$ cat config.mk
export PLATFORM = sky130hd
export DESIGN_NAME = uart_rx_deserializer
export DESIGN_NICKNAME = d
export VERILOG_FILES = /design/src/rtl/uart_rx_deserializer.sv
export SDC_FILE = /design/constraint.sdc
export NUM_CORES = 1
export LEC_CHECK = 0
export CORE_MARGIN = 1.5
export CORE_UTILIZATION = 46
export CTS_CLUSTER_DIAMETER = 200
export DETAILED_ROUTE_END_ITERATION = 12
export REMOVE_ABC_BUFFERS = 1
export SLEW_MARGIN = 10
export SYNTH_ARGS = -nofsm -noshare
export SYNTH_HDL_FRONTEND = slang
export SYNTH_SLANG_ARGS = --single-unit
export TNS_END_PERCENT = 1
$ cat constraint.sdc
create_clock -name SysClk -period 2.5 [get_ports SysClk]
set_input_delay 0.25 -clock SysClk [delete_from_list [all_inputs] [get_ports SysClk]]
set_output_delay 0.25 -clock SysClk [all_outputs]
set_load 0.02 [all_outputs]
$ cat src/rtl/uart_rx_deserializer.sv
// UART receive path: 16x oversampled frame recovery with break, parity and frame checks.
// Frames are {start(0), data MSB-first, optional even parity, stop(1) x STOP_BITS}.
module uart_rx_deserializer #(
  parameter int unsigned SYSCLK_RATE = 100000000,
  parameter int unsigned BAUD_RATE   = 9600,
  parameter int unsigned DATA_BITS   = 8,
  parameter int unsigned PARITY_BIT  = 1,
  parameter int unsigned STOP_BITS   = 2
) (
  input  logic                 SysClk,
  input  logic                 Rst,
  input  logic                 Rx,
  output logic [DATA_BITS-1:0] Data_Out,
  output logic                 Data_Rdy,
  output logic [2:0]           Rx_Error,
  output logic                 Rx_Busy
);

  localparam int unsigned DIV    = SYSCLK_RATE / (BAUD_RATE * 16);
  localparam int unsigned TICK_W = $clog2(DIV);
  localparam int unsigned CNT_W  = 4;

  typedef enum logic [2:0] {
    S_IDLE, S_START, S_DATA, S_PARITY, S_STOP, S_DONE, S_BRKWT
  } state_t;

  state_t state, state_n;

  logic                 rx_meta, rx_sync, rx_prev;
  logic [TICK_W-1:0]    tick_cnt;
  logic [CNT_W-1:0]     sample_cnt;
  logic [CNT_W-1:0]     bit_cnt;
  logic                 s7, s8;
  logic [DATA_BITS-1:0] shreg;
  logic                 par_bit;
  logic                 all_zero;
  logic                 frame_err;

  logic tick, fall, in_frame, decide, bit_val, par_err;

  assign tick     = (tick_cnt == TICK_W'(DIV - 1));
  assign fall     = rx_prev & ~rx_sync;
  assign in_frame = (state == S_START) || (state == S_DATA) ||
                    (state == S_PARITY) || (state == S_STOP);
  assign decide   = in_frame && tick && (sample_cnt == CNT_W'(9));
  // Majority of samples 7, 8 and the live sample 9
  assign bit_val  = (s7 & s8) | (s7 & rx_sync) | (s8 & rx_sync);
  assign par_err  = (PARITY_BIT != 0) && ((^shreg) ^ par_bit);

  always_ff @(posedge SysClk or posedge Rst) begin
    if (Rst) state <= S_IDLE;
    else     state <= state_n;
  end

  always_comb begin
    state_n = state;
    case (state)
      S_IDLE:   if (fall) state_n = S_START;
      S_START:  if (decide) state_n = bit_val ? S_IDLE : S_DATA;
      S_DATA:   if (decide && (bit_cnt == CNT_W'(DATA_BITS - 1)))
                  state_n = (PARITY_BIT != 0) ? S_PARITY : S_STOP;
      S_PARITY: if (decide) state_n = S_STOP;
      S_STOP:   if (decide && (bit_cnt == CNT_W'(STOP_BITS - 1))) state_n = S_DONE;
      S_DONE:   state_n = all_zero ? S_BRKWT : S_IDLE;
      S_BRKWT:  if (rx_sync) state_n = S_IDLE;
      default:  state_n = S_IDLE;
    endcase
  end

  always_ff @(posedge SysClk or posedge Rst) begin
    if (Rst) begin
      rx_meta    <= 1'b0;
      rx_sync    <= 1'b0;
      rx_prev    <= 1'b0;
      tick_cnt   <= '0;
      sample_cnt <= '0;
      bit_cnt    <= '0;
      s7         <= 1'b0;
      s8         <= 1'b0;
      shreg      <= '0;
      par_bit    <= 1'b0;
      all_zero   <= 1'b0;
      frame_err  <= 1'b0;
      Data_Out   <= '0;
      Data_Rdy   <= 1'b0;
      Rx_Error   <= '0;
      Rx_Busy    <= 1'b0;
    end else begin
      rx_meta  <= Rx;
      rx_sync  <= rx_meta;
      rx_prev  <= rx_sync;
      Rx_Busy  <= (state_n != S_IDLE);
      Data_Rdy <= 1'b0;

      // Counters idle at zero so every frame starts its timing from the start edge
      if (state == S_IDLE) begin
        tick_cnt   <= '0;
        sample_cnt <= '0;
      end else if (tick) begin
        tick_cnt   <= '0;
        sample_cnt <= sample_cnt + CNT_W'(1);
        if (sample_cnt == CNT_W'(7)) s7 <= rx_sync;
        if (sample_cnt == CNT_W'(8)) s8 <= rx_sync;
      end else begin
        tick_cnt <= tick_cnt + TICK_W'(1);
      end

      if (state_n != state) bit_cnt <= '0;
      else if (decide)      bit_cnt <= bit_cnt + CNT_W'(1);

      if ((state == S_IDLE) && fall) begin
        all_zero  <= 1'b1;
        frame_err <= 1'b0;
        shreg     <= '0;
        par_bit   <= 1'b0;
      end

      if (decide) begin
        all_zero <= all_zero & ~bit_val;
        case (state)
          S_DATA:   shreg <= {shreg[DATA_BITS-2:0], bit_val};
          S_PARITY: par_bit <= bit_val;
          S_STOP:   if (!bit_val) frame_err <= 1'b1;
          default:  ;
        endcase
      end

      if (state == S_DONE) begin
        Data_Rdy <= 1'b1;
        Data_Out <= shreg;
        Rx_Error <= all_zero ? 3'b001 : {frame_err, par_err, 1'b0};
      end
    end
  end

endmodule

Word-level counts from Yosys, hierarchy flattened
Index checks and enable logic that the tools add are counted.
{"block": "word_totals", "in_bits": 3, "regBits": 50, "out_inout_bits": 13}
{"block": "classes", "n_mux": 29, "reduce_logical": 16, "bitwise_logic": 11, "eq_ne": 13, "addsub": 3}
{"operator": "$mux 3", "count": 8}
{"operator": "$mux 8", "count": 3}
{"operator": "$pmux 3 s7", "count": 1}
{"operator": "$mux 10", "count": 2}
{"operator": "$mux 4", "count": 4}
{"operator": "$add 10x1->10 const B", "count": 1}
{"operator": "$eq 10x10->1 const B", "count": 1}
{"operator": "$mux 1", "count": 10}
{"operator": "$eq 3x3->1 const B", "count": 3}
{"operator": "$add 4x1->4 const B", "count": 2}
{"operator": "$eq 4x3->1 const B", "count": 2}
{"operator": "$eq 4x4->1 const B", "count": 2}
{"operator": "$reduce_xor 8->1", "count": 1}
{"operator": "$eq 3x2->1 const B", "count": 2}
{"operator": "$reduce_and 3->1", "count": 2}
{"operator": "$reduce_bool 2->1", "count": 3}
{"operator": "$and 1x1->1", "count": 5}
{"operator": "$logic_and 1x1->1", "count": 5}
{"operator": "$eq 4x1->1 const B", "count": 1}
{"operator": "$eq 3x1->1 const B", "count": 1}
{"operator": "$logic_not 3->1", "count": 1}
{"operator": "$logic_or 1x1->1", "count": 3}
{"operator": "$ne 3x3->1", "count": 1}
{"operator": "$not 1->1", "count": 3}
{"operator": "4 further kinds", "count": 5}

Depth between registers and ports, before layout
{"block": "depth", "depth_word": 11, "depth_mapped": 8, "mapped_depth_nobuf": 7}

Least setup slack after synthesis
OpenSTA, ideal clock, no wires.
{"block": "synth_timing", "path_type": "register to register", "from": "reg tick_cnt[0]", "to": "reg s7", "t_required_ns": 2.372, "path_slack_ns": 0.664, "arrival_time_ns": 1.709, "path_stages_with_launch": 8, "period_less_slack_ns": 1.836, "cell_sequence": "dfrtp_1 -> inv_1 -> ha_1 -> nand3b_1 -> or3_1 -> buf_6 -> nor4_2 -> mux2_1"}
{"block": "synth_via", "elab_chain_len": 2}
{"element": "from (decl)", "line_no": "30", "rtl": "logic [TICK_W-1:0] tick_cnt;"}
{"element": "from (signal assigned)", "line_no": "105", "rtl": "tick_cnt <= tick_cnt + TICK_W'(1);"}
{"element": "$eq 10x10->1", "line_no": "41", "rtl": "assign tick = (tick_cnt == TICK_W'(DIV - 1));"}
{"element": "$reduce_and 3->1 (no source line)"}
{"element": "to (signal assigned)", "line_no": "102", "rtl": "if (sample_cnt == CNT_W'(7)) s7 <= rx_sync;"}
{"element": "to (decl)", "line_no": "33", "rtl": "logic s7, s8;"}
No other way between the ends.
A chain may end at the register's enable or synchronous reset.

Final worst setup path
Same ends and word-level chain as after synthesis.

==> out/results.md <==
| Group | Parameter | This run |
|:---|:---|:---|
| status | Run status | finished clean |
| worst setup path | Arr. time, crit path | 2.17 ns |
| cells and area | Share of cells above drive strength 1 | 0.0736 |
| worst setup path | Dominant delay contributor by cell family on the critical path | simple AND/OR/NAND/NOR gates |
| timing | Setup repair after global routing missed its margin | no |
| floorplanning | I/O pin count | 16 |
| cts | Sink Count | 50 |
| floorplanning | Number of core rows | 26 |
| cts | Clock latency at the later pin of the worst-skew pair | 0.30 ns |
| timing | Share of the clock period used by the worst path | 0.795 |
| floorplanning | Die Width | 75.0 um |
| timing | Endpoints failing hold | 0 |
| pwr | Proportion of power drawn by flip-flops and latches | 0.554 |
| min path | Worst Hold Class | input pin to async pin |
| logic synthesis | Flip-flop and latch count after synthesis | 50 |
| worst setup path | Series of cell instances along the critical path | inv_1 -> ha_1 -> nand3b_1 -> or3_1 -> nor4_2 -> mux2_1 |
| cts | Post-CTS clock slew at the launch and capture registers of the worst setup and hold paths | 0.09 ns |
| worst setup path | Number of buffer and inverter instances along the worst setup path | 1 |
| logic synthesis | Area contributors post-synth | sky130_fd_sc_hd__dfrtp_1, sky130_fd_sc_hd__nand2_1, sky130_fd_sc_hd__xnor2_1, sky130_fd_sc_hd__ha_1, sky130_fd_sc_hd__nor2_1 |
| detailed routing | Total length of routed wires | 3900 um |
| pwr | Leakage power | 1.23 nW |
| logic synthesis | Count of yosys warnings during synthesis | 0 |
| place | Number of port buffers | 15 |
| pwr | Net switching share of the total power | 0.250 |
| place | Sum of net half-perimeters after detailed placement | 2700 um |
| timing | Final Slew Violations | 0 |
| pwr | P_int | 1.24 mW |
| worst setup path | Slowest cell delay on critical path | 0.49 ns |
| worst setup path | Data required time at the worst endpoint | 2.68 ns |
| cells and area | Area Overhead vs Synth | 14.2% |
| logic synthesis | Fraction of synthesized cell area taken by the top area cell type | 0.524 |
| cells and area | Final instance area | 2730 um^2 |
| grt | Vias in the first global route | 1,628 |
| grt | Maximum number of pins on one net before global-route repair | 51 |
| logic synthesis | Synth Cell Area | 2390 um^2 |
| logic synthesis | Async set or reset register ratio after synthesis | 1.00 |
| cts | H-tree depth reported by CTS | 2 |
| logic synthesis | Number of synthesized flops with an enable pin | 0 |
| floorplanning | DIE AREA | 5630 um^2 |
| timing | Setup TNS after final layout | 0 ns |
| cts | Number of hold-repair buffers added at the cts stage | 0 |
| worst setup path | Nature of the critical path endpoint | flip-flop |
| pwr | Design Power | 1.65 mW |
| pwr | Portion of total power attributed to combinational logic | 0.110 |
| cts | Post-CTS Setup Repair Bufs | 0 |
| floorplanning | Core area | 5040 um^2 |
| cells and area | Antenna diode count | 0 |
| floorplanning | Initial Util | 0.473 |
| timing | Worst Hold Slack | 0.298 ns |
| timing | Highest clock rate | 503 MHz |
| detailed routing | Antenna violation net count after detailed routing | 0 |
| place | Total cell area at the placement stage | 2620 um^2 |
| worst setup path | CP startpoint kind | flip-flop |
| logic synthesis | Count of cell types in the netlist | 41 |
| grt | Number of antenna violations at the first check in global routing | 0 |
| place | GPL Wtd Cong | 0.738 |
| logic synthesis | Mean instance size in the synthesized netlist | 9.94 um^2 |
| timing | Worst Max-Slew Pin Slew | 0.533 ns |
| grt | Aggregate global routing overflow | 0 |
| logic synthesis | Cell type with the largest total area after synthesis | sky130_fd_sc_hd__dfrtp_1 |
| run | Max-cap violations | 0 |
| place | Worst setup slack after placement | 0.503 ns |
| detailed routing | Number of iterations in the first detailed-routing pass | 4 |
| cts | TritonCTS clock tree | built |
| pwr | Clock power frac | 0.336 |
| logic synthesis | Most used flip-flop cell after synthesis | sky130_fd_sc_hd__dfrtp_1 |
| detailed routing | WL/cell | 11.9 um |
| detailed routing | DRC violations left | 0 |
| cts | Longest Clk Path Bufs | 2 |
| timing | Post-layout worst setup margin | 0.513 ns |
| detailed routing | Total via count in the routed design | 1,597 |
| logic synthesis | Seq/Total Area, Yosys | 0.524 |
| cells and area | NumNets Final | 267 |
| timing | Post-Route Skew | 0.00938 ns |
| timing | Period minus WS final | 1.99 ns |
| grt | GRT Util Overall | 0.161 |
| pwr | Worst ir drop on vdd | 409 uV |
| cts | Root buffer cell | sky130_fd_sc_hd__clkbuf_8 |
| floorplanning | Die Y-Extent | 75.0 um |
| cts | TritonCTS buffer count | 5 |
| worst setup path | Cell with the largest stage delay on the worst path | sky130_fd_sc_hd__or3_1 |
| logic synthesis | Synth Instances | 240 |
| detailed routing | Number of design-rule violations left by the first detailed-router iteration | 109 |
| detailed routing | Number of vias per cell | 4.87 |
| worst setup path | Peak fanout along the critical path | 8 |
| timing | Headroom to the max-slew limit | 0.641 |
| worst setup path | Worst setup path class | flip-flop to flip-flop |
| pwr | Sw power | 0.412 mW |
| grt | Global-route wire length before repair | 7000 um |
| pwr | Power density normalized to cell area | 606 nW/um^2 |
| cts | Count of cells resized by post-cts repair | 0 |
| timing | Endpoints failing setup | 0 |
-- final cells by class --
class                   instances  area, um^2
clock inverters                 2        37.5
fillers                       472        2320
well taps                      70        87.6
multi-input cells             169        1030
inverters                      10        37.5
repair buffers                 21         208
clock buffers                   6        72.6
flip-flops and latches         50        1250
-- registers in the layout, indices dropped and copies added, names as in the netlist --
signal and flops:
tick_cnt 10, Data_Out 8, shreg 8, bit_cnt 4, sample_cnt 4, Rx_Error 3
state 3, Data_Rdy 1, Rx_Busy 1, all_zero 1, frame_err 1, par_bit 1
rx_meta 1, rx_prev 1, rx_sync 1, s7 1, s8 1
-- synthesized netlist by cell type (all sizes together) (2+ instances only) --
master   instances
a21oi            5
a31oi            2
and3             4
buf              8
clkbuf           3
dfrtp           50
ha               7
inv             10
mux2             2
mux2i            2
nand2           50
nand2b           3
nand3            8
nand3b           4
nand4            2
nand4bb          2
nor2            21
nor3             2
nor4             2
o21ai           16
or3              3
xnor2           14
xor2             7
-- layout by cell type (no fill, tap or decap), types with 4 or more instances in the layout --
master | synthesis | final
sky130_fd_sc_hd__nand2_1 | 50 | 50
sky130_fd_sc_hd__ha_1 | 7 | 7
sky130_fd_sc_hd__nand3_1 | 8 | 8
sky130_fd_sc_hd__buf_4 | 1 | 5
sky130_fd_sc_hd__inv_1 | 10 | 9
sky130_fd_sc_hd__nor2_1 | 21 | 21
sky130_fd_sc_hd__a21oi_1 | 5 | 5
sky130_fd_sc_hd__o21ai_1 | 9 | 9
sky130_fd_sc_hd__clkbuf_8 | 0 | 5
sky130_fd_sc_hd__nand3b_1 | 4 | 4
sky130_fd_sc_hd__xor2_1 | 7 | 7
sky130_fd_sc_hd__and3_1 | 4 | 4
sky130_fd_sc_hd__clkdlybuf4s50_1 | 0 | 15
sky130_fd_sc_hd__dfrtp_1 | 50 | 50
sky130_fd_sc_hd__xnor2_1 | 14 | 14
sky130_fd_sc_hd__o21ai_0 | 7 | 7
-- worst min-delay path, cell delays in order --
cell,delay [ns]
sky130_fd_sc_hd__clkdlybuf4s50_1,0.41
sky130_fd_sc_hd__inv_2,0.07
sky130_fd_sc_hd__buf_12,0.25
-- layer usage --
| layer | track usage | part of all wire | vias to the layer above |
|---|---|---|---|
| li1 | - | - | 829 |
| met1 | 0.206 | 0.49 | 748 |
| met2 | 0.269 | 0.48 | 15 |
| met3 | 0.0321 | 0.020 | 5 |
| met4 | 0.0606 | 0.012 | 0 |
| met5 | 0 | 0 | - |
-- through the flow --
stage / instances / util
2_1_floorplan: 229 / -
3_3_place_gp: 320 / 0.519
3_5_place_dp: 320 / 0.519
4_1_cts: 328 / 0.540
5_1_grt: 328 / 0.540
6_report: 328 / 0.540
-- power groups by stage --
| stage | sequential (mW) | clock [mW] | combinational [mW] |
|---|---|---|---|
| after floorplan | 0.920 | 0 | 0.137 |
| after global placement | 0.930 | 0 | 0.185 |
| after detailed placement | 0.930 | 0 | 0.187 |
| after CTS | 0.915 | 0.579 | 0.187 |
| after global routing | 0.927 | 0.612 | 0.212 |
| final | 0.915 | 0.555 | 0.182 |
-- final timing paths --
| path | startpoint | endpoint | slack [ns] | cells after the start |
|---|---|---|---|---|
| setup / recovery | tick_cnt[0] | s7 | 0.51 | 6 |
| hold / removal | Rst | Data_Out[5] | 0.30 | 3 |
| setup reg to reg | tick_cnt[0] | s7 | 0.51 | 6 |
| hold reg to reg | rx_meta | rx_sync | 0.36 | 0 |
| max in group asynchronous | Rst | tick_cnt[6] | 1.97 | 3 |
| min in group SysClk | rx_meta | rx_sync | 0.36 | 0 |
-- cell families after synthesis --
logic type | count (synthesis) | share of synthesized area
xor gates and xnor gates | 21 | 0.0771
buffers and inverters | 21 | 0.0435
and+or+nand+nor | 107 | 0.228
adders and majority gates | 7 | 0.0367
AOI/OAI and AO/OA | 30 | 0.0729
muxes | 4 | 0.0178
DFF | 50 | 0.524
No activity file was read; power rests on OpenSTA's default activity.
